<file path="config.mk">
export PLATFORM = sky130hd
export DESIGN_NAME = clk_div_monitor
export DESIGN_NICKNAME = d
export VERILOG_FILES = /design/src/rtl/clk_div_pkg.sv /design/src/rtl/clk_div_edge_det.sv /design/src/rtl/clk_div_monitor.sv
export SDC_FILE = /design/constraint.sdc
export NUM_CORES = 1
export LEC_CHECK = 0
export ABC_CLOCK_PERIOD_IN_PS = 2200
export BUFFER_PORTS_ARGS = -buffer_cell sky130_fd_sc_hd__buf_4
export CORE_ASPECT_RATIO = 0.7
export CORE_UTILIZATION = 41
export CTS_BUF_LIST = sky130_fd_sc_hd__clkbuf_2 sky130_fd_sc_hd__clkbuf_4 sky130_fd_sc_hd__clkbuf_8
export DETAILED_ROUTE_END_ITERATION = 10
export GPL_TIMING_DRIVEN = 1
export PLACE_DENSITY = 0.57
export SYNTH_ARGS = -nofsm -noshare
export SYNTH_HDL_FRONTEND = slang
export SYNTH_SLANG_ARGS = --single-unit
export TNS_END_PERCENT = 30
</file>
<file path="constraint.sdc">
create_clock -name CLKIN -period 2.2 [get_ports CLKIN]
set_input_delay 0.33 -clock CLKIN [delete_from_list [all_inputs] [get_ports CLKIN]]
set_output_delay 0.33 -clock CLKIN [all_outputs]
set_load 0.02 [all_outputs]
</file>
<file path="src/rtl/clk_div_pkg.sv">
// Shared types and constants for divided-clock checkers.
// FSM state type, default sizing and the expected half-period helper.
package clk_div_pkg;

   typedef enum logic [1:0] {
      IDLE,
      SYNC,
      MEAS_HI,
      MEAS_LO
   } state_e;

   localparam int unsigned DEF_DIVIDE_BY  = 10;
   localparam int unsigned DEF_CNT_W      = 8;
   localparam int unsigned DEF_TIMEOUT    = 255;
   localparam int unsigned DEF_LOCK_COUNT = 4;
   localparam int unsigned ERRCNT_W       = 8;

   function automatic int unsigned half_period(input int unsigned div);
      return div / 2;
   endfunction

endpackage

</file>
<file path="src/rtl/clk_div_edge_det.sv">
// Registers a clock-synchronous level and flags its rising/falling edges.
// Ports: clk_i, rst_ni (async low), d_i level in; rise_o, fall_o one-cycle edge flags.
module clk_div_edge_det (
   input  logic clk_i,
   input  logic rst_ni,
   input  logic d_i,
   output logic rise_o,
   output logic fall_o
);

   logic d_q;

   always_ff @(posedge clk_i or negedge rst_ni) begin
      if (!rst_ni) begin
         d_q <= 1'b0;
      end else begin
         d_q <= d_i;
      end
   end

   assign rise_o = d_i & ~d_q;
   assign fall_o = ~d_i & d_q;

endmodule

</file>
<file path="src/rtl/clk_div_monitor.sv">
// Measures high/low phase of a divided clock, tracks lock, duty errors and stalls.
// Ports: CLKIN, CDRST_N (async low), CLKDV, ERR_CLR in;
//   HIGH_LEN, LOW_LEN, PERIOD, PERIOD_VLD, LOCKED, ERR, STALL out;
//   ERR_COUNT out only when CLK_DIV_MONITOR_ERRCNT_EN is defined.
module clk_div_monitor
   import clk_div_pkg::*;
#(
   parameter int unsigned DIVIDE_BY  = DEF_DIVIDE_BY,
   parameter int unsigned CNT_W      = DEF_CNT_W,
   parameter int unsigned LOCK_COUNT = DEF_LOCK_COUNT,
   parameter int unsigned TIMEOUT    = DEF_TIMEOUT
) (
   input  logic             CLKIN,
   input  logic             CDRST_N,
   input  logic             CLKDV,
   input  logic             ERR_CLR,
   output logic [CNT_W-1:0] HIGH_LEN,
   output logic [CNT_W-1:0] LOW_LEN,
   output logic [CNT_W:0]   PERIOD,
   output logic             PERIOD_VLD,
   output logic             LOCKED,
   output logic             ERR,
`ifdef CLK_DIV_MONITOR_ERRCNT_EN
   output logic [ERRCNT_W-1:0] ERR_COUNT,
`endif
   output logic             STALL
);

   localparam logic [CNT_W-1:0] HALF   = CNT_W'(half_period(DIVIDE_BY));
   localparam logic [CNT_W-1:0] TMO    = CNT_W'(TIMEOUT);
   localparam logic [CNT_W-1:0] TMO_M1 = CNT_W'(TIMEOUT - 1);
   localparam logic [CNT_W-1:0] ONE    = CNT_W'(1);
   localparam logic [3:0]       LOCK_N = 4'(LOCK_COUNT);

   logic rise;
   logic fall;

   state_e           state_q;
   logic [CNT_W-1:0] hi_cnt_q;
   logic [CNT_W-1:0] lo_cnt_q;
   logic [CNT_W-1:0] hi_len_q;
   logic [CNT_W-1:0] lo_len_q;
   logic             done_q;
   logic [3:0]       good_q;
   logic [3:0]       good_d;
   logic [CNT_W-1:0] high_len_q;
   logic [CNT_W-1:0] low_len_q;
   logic [CNT_W:0]   period_q;
   logic             vld_q;
   logic             locked_q;
   logic             err_q;
   logic             stall_q;

   logic good_per;
   logic bad_ev;
   logic stall_ev;

   clk_div_edge_det u_edge (
      .clk_i  (CLKIN),
      .rst_ni (CDRST_N),
      .d_i    (CLKDV),
      .rise_o (rise),
      .fall_o (fall)
   );

   assign good_per = (hi_len_q == HALF) && (lo_len_q == HALF);
   assign bad_ev   = done_q && !good_per;
   assign good_d   = (good_q == LOCK_N) ? good_q : good_q + 4'd1;

   // The phase counter saturates at TIMEOUT; stall fires on the step into it.
   always_comb begin
      stall_ev = 1'b0;
      unique case (state_q)
         IDLE:    stall_ev = 1'b0;
         SYNC:    stall_ev = !rise && (hi_cnt_q == TMO_M1);
         MEAS_HI: stall_ev = !fall && (hi_cnt_q == TMO_M1);
         MEAS_LO: stall_ev = !rise && (lo_cnt_q == TMO_M1);
      endcase
   end

   always_ff @(posedge CLKIN or negedge CDRST_N) begin
      if (!CDRST_N) begin
         state_q    <= IDLE;
         hi_cnt_q   <= '0;
         lo_cnt_q   <= '0;
         hi_len_q   <= '0;
         lo_len_q   <= '0;
         done_q     <= 1'b0;
         good_q     <= '0;
         high_len_q <= '0;
         low_len_q  <= '0;
         period_q   <= '0;
         vld_q      <= 1'b0;
         locked_q   <= 1'b0;
         err_q      <= 1'b0;
         stall_q    <= 1'b0;
      end else begin
         done_q <= 1'b0;
         vld_q  <= 1'b0;

         unique case (state_q)
            IDLE: begin
               state_q  <= SYNC;
               hi_cnt_q <= '0;
            end
            // SYNC reuses hi_cnt as its timeout counter.
            SYNC: begin
               if (rise) begin
                  state_q  <= MEAS_HI;
                  hi_cnt_q <= ONE;
               end else if (hi_cnt_q != TMO) begin
                  hi_cnt_q <= hi_cnt_q + ONE;
               end
            end
            MEAS_HI: begin
               if (fall) begin
                  state_q  <= MEAS_LO;
                  lo_cnt_q <= ONE;
                  hi_len_q <= hi_cnt_q;
               end else if (hi_cnt_q != TMO) begin
                  hi_cnt_q <= hi_cnt_q + ONE;
               end
            end
            MEAS_LO: begin
               if (rise) begin
                  state_q  <= MEAS_HI;
                  hi_cnt_q <= ONE;
                  lo_len_q <= lo_cnt_q;
                  done_q   <= 1'b1;
               end else if (lo_cnt_q != TMO) begin
                  lo_cnt_q <= lo_cnt_q + ONE;
               end
            end
         endcase

         // Publish the period one cycle after the closing rise.
         if (done_q) begin
            high_len_q <= hi_len_q;
            low_len_q  <= lo_len_q;
            period_q   <= {1'b0, hi_len_q} + {1'b0, lo_len_q};
            vld_q      <= 1'b1;
            if (good_per) begin
               good_q   <= good_d;
               locked_q <= (good_d == LOCK_N);
            end else begin
               good_q   <= '0;
               locked_q <= 1'b0;
            end
         end

         // Counter left saturated so a stuck clock stalls only once per sync.
         if (stall_ev) begin
            state_q  <= SYNC;
            hi_cnt_q <= TMO;
            good_q   <= '0;
            locked_q <= 1'b0;
         end

         err_q   <= (bad_ev & locked_q) | (err_q & ~ERR_CLR);
         stall_q <= stall_ev | (stall_q & ~ERR_CLR);
      end
   end

`ifdef CLK_DIV_MONITOR_ERRCNT_EN
   logic [ERRCNT_W-1:0] errcnt_q;
   logic [ERRCNT_W-1:0] errcnt_base;
   logic [ERRCNT_W-1:0] errcnt_d;

   // Clear and increment in one cycle: the increment survives.
   always_comb begin
      errcnt_base = ERR_CLR ? '0 : errcnt_q;
      errcnt_d    = errcnt_base;
      if ((bad_ev || stall_ev) && (errcnt_base != '1)) begin
         errcnt_d = errcnt_base + 1'b1;
      end
   end

   always_ff @(posedge CLKIN or negedge CDRST_N) begin
      if (!CDRST_N) begin
         errcnt_q <= '0;
      end else begin
         errcnt_q <= errcnt_d;
      end
   end

   assign ERR_COUNT = errcnt_q;
`endif

   assign HIGH_LEN   = high_len_q;
   assign LOW_LEN    = low_len_q;
   assign PERIOD     = period_q;
   assign PERIOD_VLD = vld_q;
   assign LOCKED     = locked_q;
   assign ERR        = err_q;
   assign STALL      = stall_q;

endmodule

</file>
==> impl_results.md <==
* Final Hold Fails at 0
* Cell breakdown of the critical path: ha_1 > fa_1 > a21oi_2 > o211ai_1 > a211oi_1 > nor3_1 > a21o_1
* GR Util met1 at 27.7%
* Status: complete, but fails checks
* Mapped Nets at 336
* Antenna Nets Post-Route at 0
* Gr ovfl total at 0
* Vias in the first global route at 2424
* Pwr dens at 1040 nW/µm²
* CTS tree: done
* Yosys Warn Count at 0
* Worst rel slew slack at 65.4%
* First-pass detailed-route iteration total at 9
* Row count at 27
* GRT busiest layer: met1
* Setup TNS at 0 ps
* Die area at 8800 µm²
* Core footprint at 8010 µm²
* Met3 Usage GRT at 5.65%
* Max Transition Viols Final at 0
* Clk pin slew, worst setup/hold paths at 70 ps
* Worst VDD drop at 509 µV
* Layout Nets at 381
* CP endpoint kind: flop
* RSZ-0062 raised after global routing: false
* Syn Inst Count at 317
* H-tree Lvls at 3
* Non-filler cells, final at 468
* GRT met2 Usage at 27.1%
* Inserted Clock Buffers at 9
* Period utilization at 89.3%
* Post-synthesis sequential area ratio at 50.0%
* Slowest cell on the critical path: fa_1
* Library cells used by synthesis at 49
* HPWL Detailed at 5.36 mm
* Worst-path maximum fanout at 4
* Highest attainable clock frequency at 509 MHz
* Placed insts at 451
* Vias per cell at 5.47
* EDFF count, synth at 0
* Total power at 4.28 mW
* WP data arrival at 2210 ps
* Synth Register Bits at 69
* GRT Total Usage at 19.1%
* Top-level port count at 33
* Synthesized area at 3450 µm²
* DR vias at 2560
* Post-CTS Setup Bufs at 0
* Clock sink count at 69
* Final core area utilization at 51.5%
* Async SR Flop Fraction at 100%
* Worst skew pair latency at 350 ps
* Die W at 112 µm
* Largest net degree at the start of global routing at 40
* Most used flip-flop cell after synthesis: dfrtp_1
* Most frequent cells in the layout: 69 x dfrtp_1, 41 x buf_4, 34 x mux2_2
* Starting Density at 43.1%
* Clk buf depth at 2
* Post-route DRC at 2
* Critical Path RT at 2440 ps
* Root buf cell: clkbuf_8
* Critical path's largest stage delay at 430 ps
* Pleak at 1.92 nW
* Die Y at 78.8 µm
* Failing checks: design-rule violations
* Min-delay worst type: in2reg
* Commonest non-fill, non-tap cell in the layout: dfrtp_1
* First-pass GRT wire length at 12.8 mm
* Min cycle time layout at 1960 ps
* Actual slew at the worst max-slew pin at 520 ps
* WL/cell at 16.3 µm
* CP Launch Type: flop
* Drt total wl at 7.61 mm
* Final setup skew at 8.15 ps
* WS Path Type: reg2reg
* Worst hold margin at 104 ps
* DRT iter0 DRCs at 195
* Syn Area/Cell at 10.9 µm²
* Final number of setup-violating endpoints at 0
* Fill count at 722
* Share of cells above drive strength 1 at 27.5%
* Antenna violations before repair at 0
* PortBufs at 32
* Antenna Cells at 0
* MaxCap Viol Count at 0
* P&R area growth vs syn at 19.3%
* Final RePlAce weighted congestion at 0.799
==> critical path, delay by kind of cell, from the launching register on <==
kind	cells	cell delay, ps
AO/OA/AOI/OAI	4	710
adder cells (fa/ha/maj)	2	680
flip-flops	1	410
AND/OR/NAND/NOR	1	70
==> layout make-up <==
| cell class | instances | area (µm²) | area share (%) |
|---|---|---|---|
| clock buffers | 13 | 166 | 4.04 |
| multi-input cells | 221 | 1630 | 39.5 |
| clock inverters | 3 | 67.6 | 1.64 |
| well taps | 101 | 126 | 3.07 |
| repair buffers | 43 | 338 | 8.20 |
| flip-flops and latches | 69 | 1730 | 41.9 |
| inverters | 18 | 67.6 | 1.64 |
==> kinds of logic (layout without fill, tap and decap cells) <==
kind of cell / after synthesis / count (layout) / share of synthesized area (%)
AOI/OAI and AO/OA: 75 / 75 / 13.1
xor gates and xnor gates: 5 / 5 / 1.27
DFF: 69 / 69 / 50.0
adders and majority gates: 16 / 16 / 5.94
buffers and inverters: 27 / 77 / 3.01
and+or+nand+nor: 90 / 90 / 15.3
muxes: 35 / 35 / 11.4
==> metrics by stage <==
| stage | cell area [µm²] | setup slack (ps) |
|---|---|---|
| global route | 4120 | 31.9 |
| finish | 4120 | 235 |
| floorplan | 3450 | 332 |
| CTS | 4120 | 174 |
| detailed placement | 3870 | 190 |
| global placement | 3870 | 225 |
==> Yosys cell counts (6+ instances only) <==
cell / count / area share [%]
nand3_1: 13 / 1.9
nor3_1: 7 / 1.0
nand4_1: 8 / 1.4
inv_1: 18 / 2.0
o21ai_0: 21 / 3.0
dfrtp_1: 69 / 50
a21oi_1: 27 / 3.9
nand2_1: 20 / 2.2
ha_1: 14 / 5.1
or3_1: 6 / 1.1
clkbuf_1: 7 / 0.76
nor2_1: 12 / 1.3
mux2_2: 34 / 11
==> path summary, 6_finish.rpt <==
check	from	end	slack, ps	cells after the start
min	CLKDV	u_edge.d_q$_DFF_PN0_	100	1
min in group asynchronous	CDRST_N	good_q[2]$_DFFE_PN0P_	500	2
max in group asynchronous	CDRST_N	LOW_LEN[5]$_DFFE_PN0P_	1160	3
max reg2reg	hi_len_q[0]$_DFFE_PN0P_	PERIOD[6]$_DFFE_PN0P_	240	7
max	hi_len_q[0]$_DFFE_PN0P_	PERIOD[6]$_DFFE_PN0P_	240	7
min reg2reg	PERIOD[7]$_DFFE_PN0P_	PERIOD[7]$_DFFE_PN0P_	490	2
==> metal layers <==
| layer | vias to the layer above | wire [µm] |
|---|---|---|
| li1 | 1258 | - |
| met1 | 1226 | 3990 |
| met2 | 66 | 3180 |
| met3 | 10 | 349 |
| met4 | 0 | 89 |
| met5 | - | 0 |
==> flip-flops by register name, indices dropped and copies added (netlist names) <==
name        cells
state_q         2
HIGH_LEN        8
done_q          1
PERIOD_VLD      1
hi_len_q        8
ERR             1
STALL           1
u_edge.d_q      1
lo_len_q        8
LOW_LEN         8
PERIOD          9
LOCKED          1
hi_cnt_q        8
lo_cnt_q        8
good_q          4
==> power by group <==
group	internal [mW]	switching [mW]	leakage, nW
sequential	1.53	0.328	0.914
clock	0.726	0.480	0.117
combinational	0.598	0.620	0.889
==> what timing repair did <==
| action | 4_1_cts | 5_1_grt |
|---|---|---|
| hold buffers | 1 | 0 |
| hold endpoints to repair | 38 | 0 |
| resized for setup | 0 | 1 |
| endpoints found under the setup margin | 0 | 1 |
No activity file was read; power rests on OpenSTA's default activity.
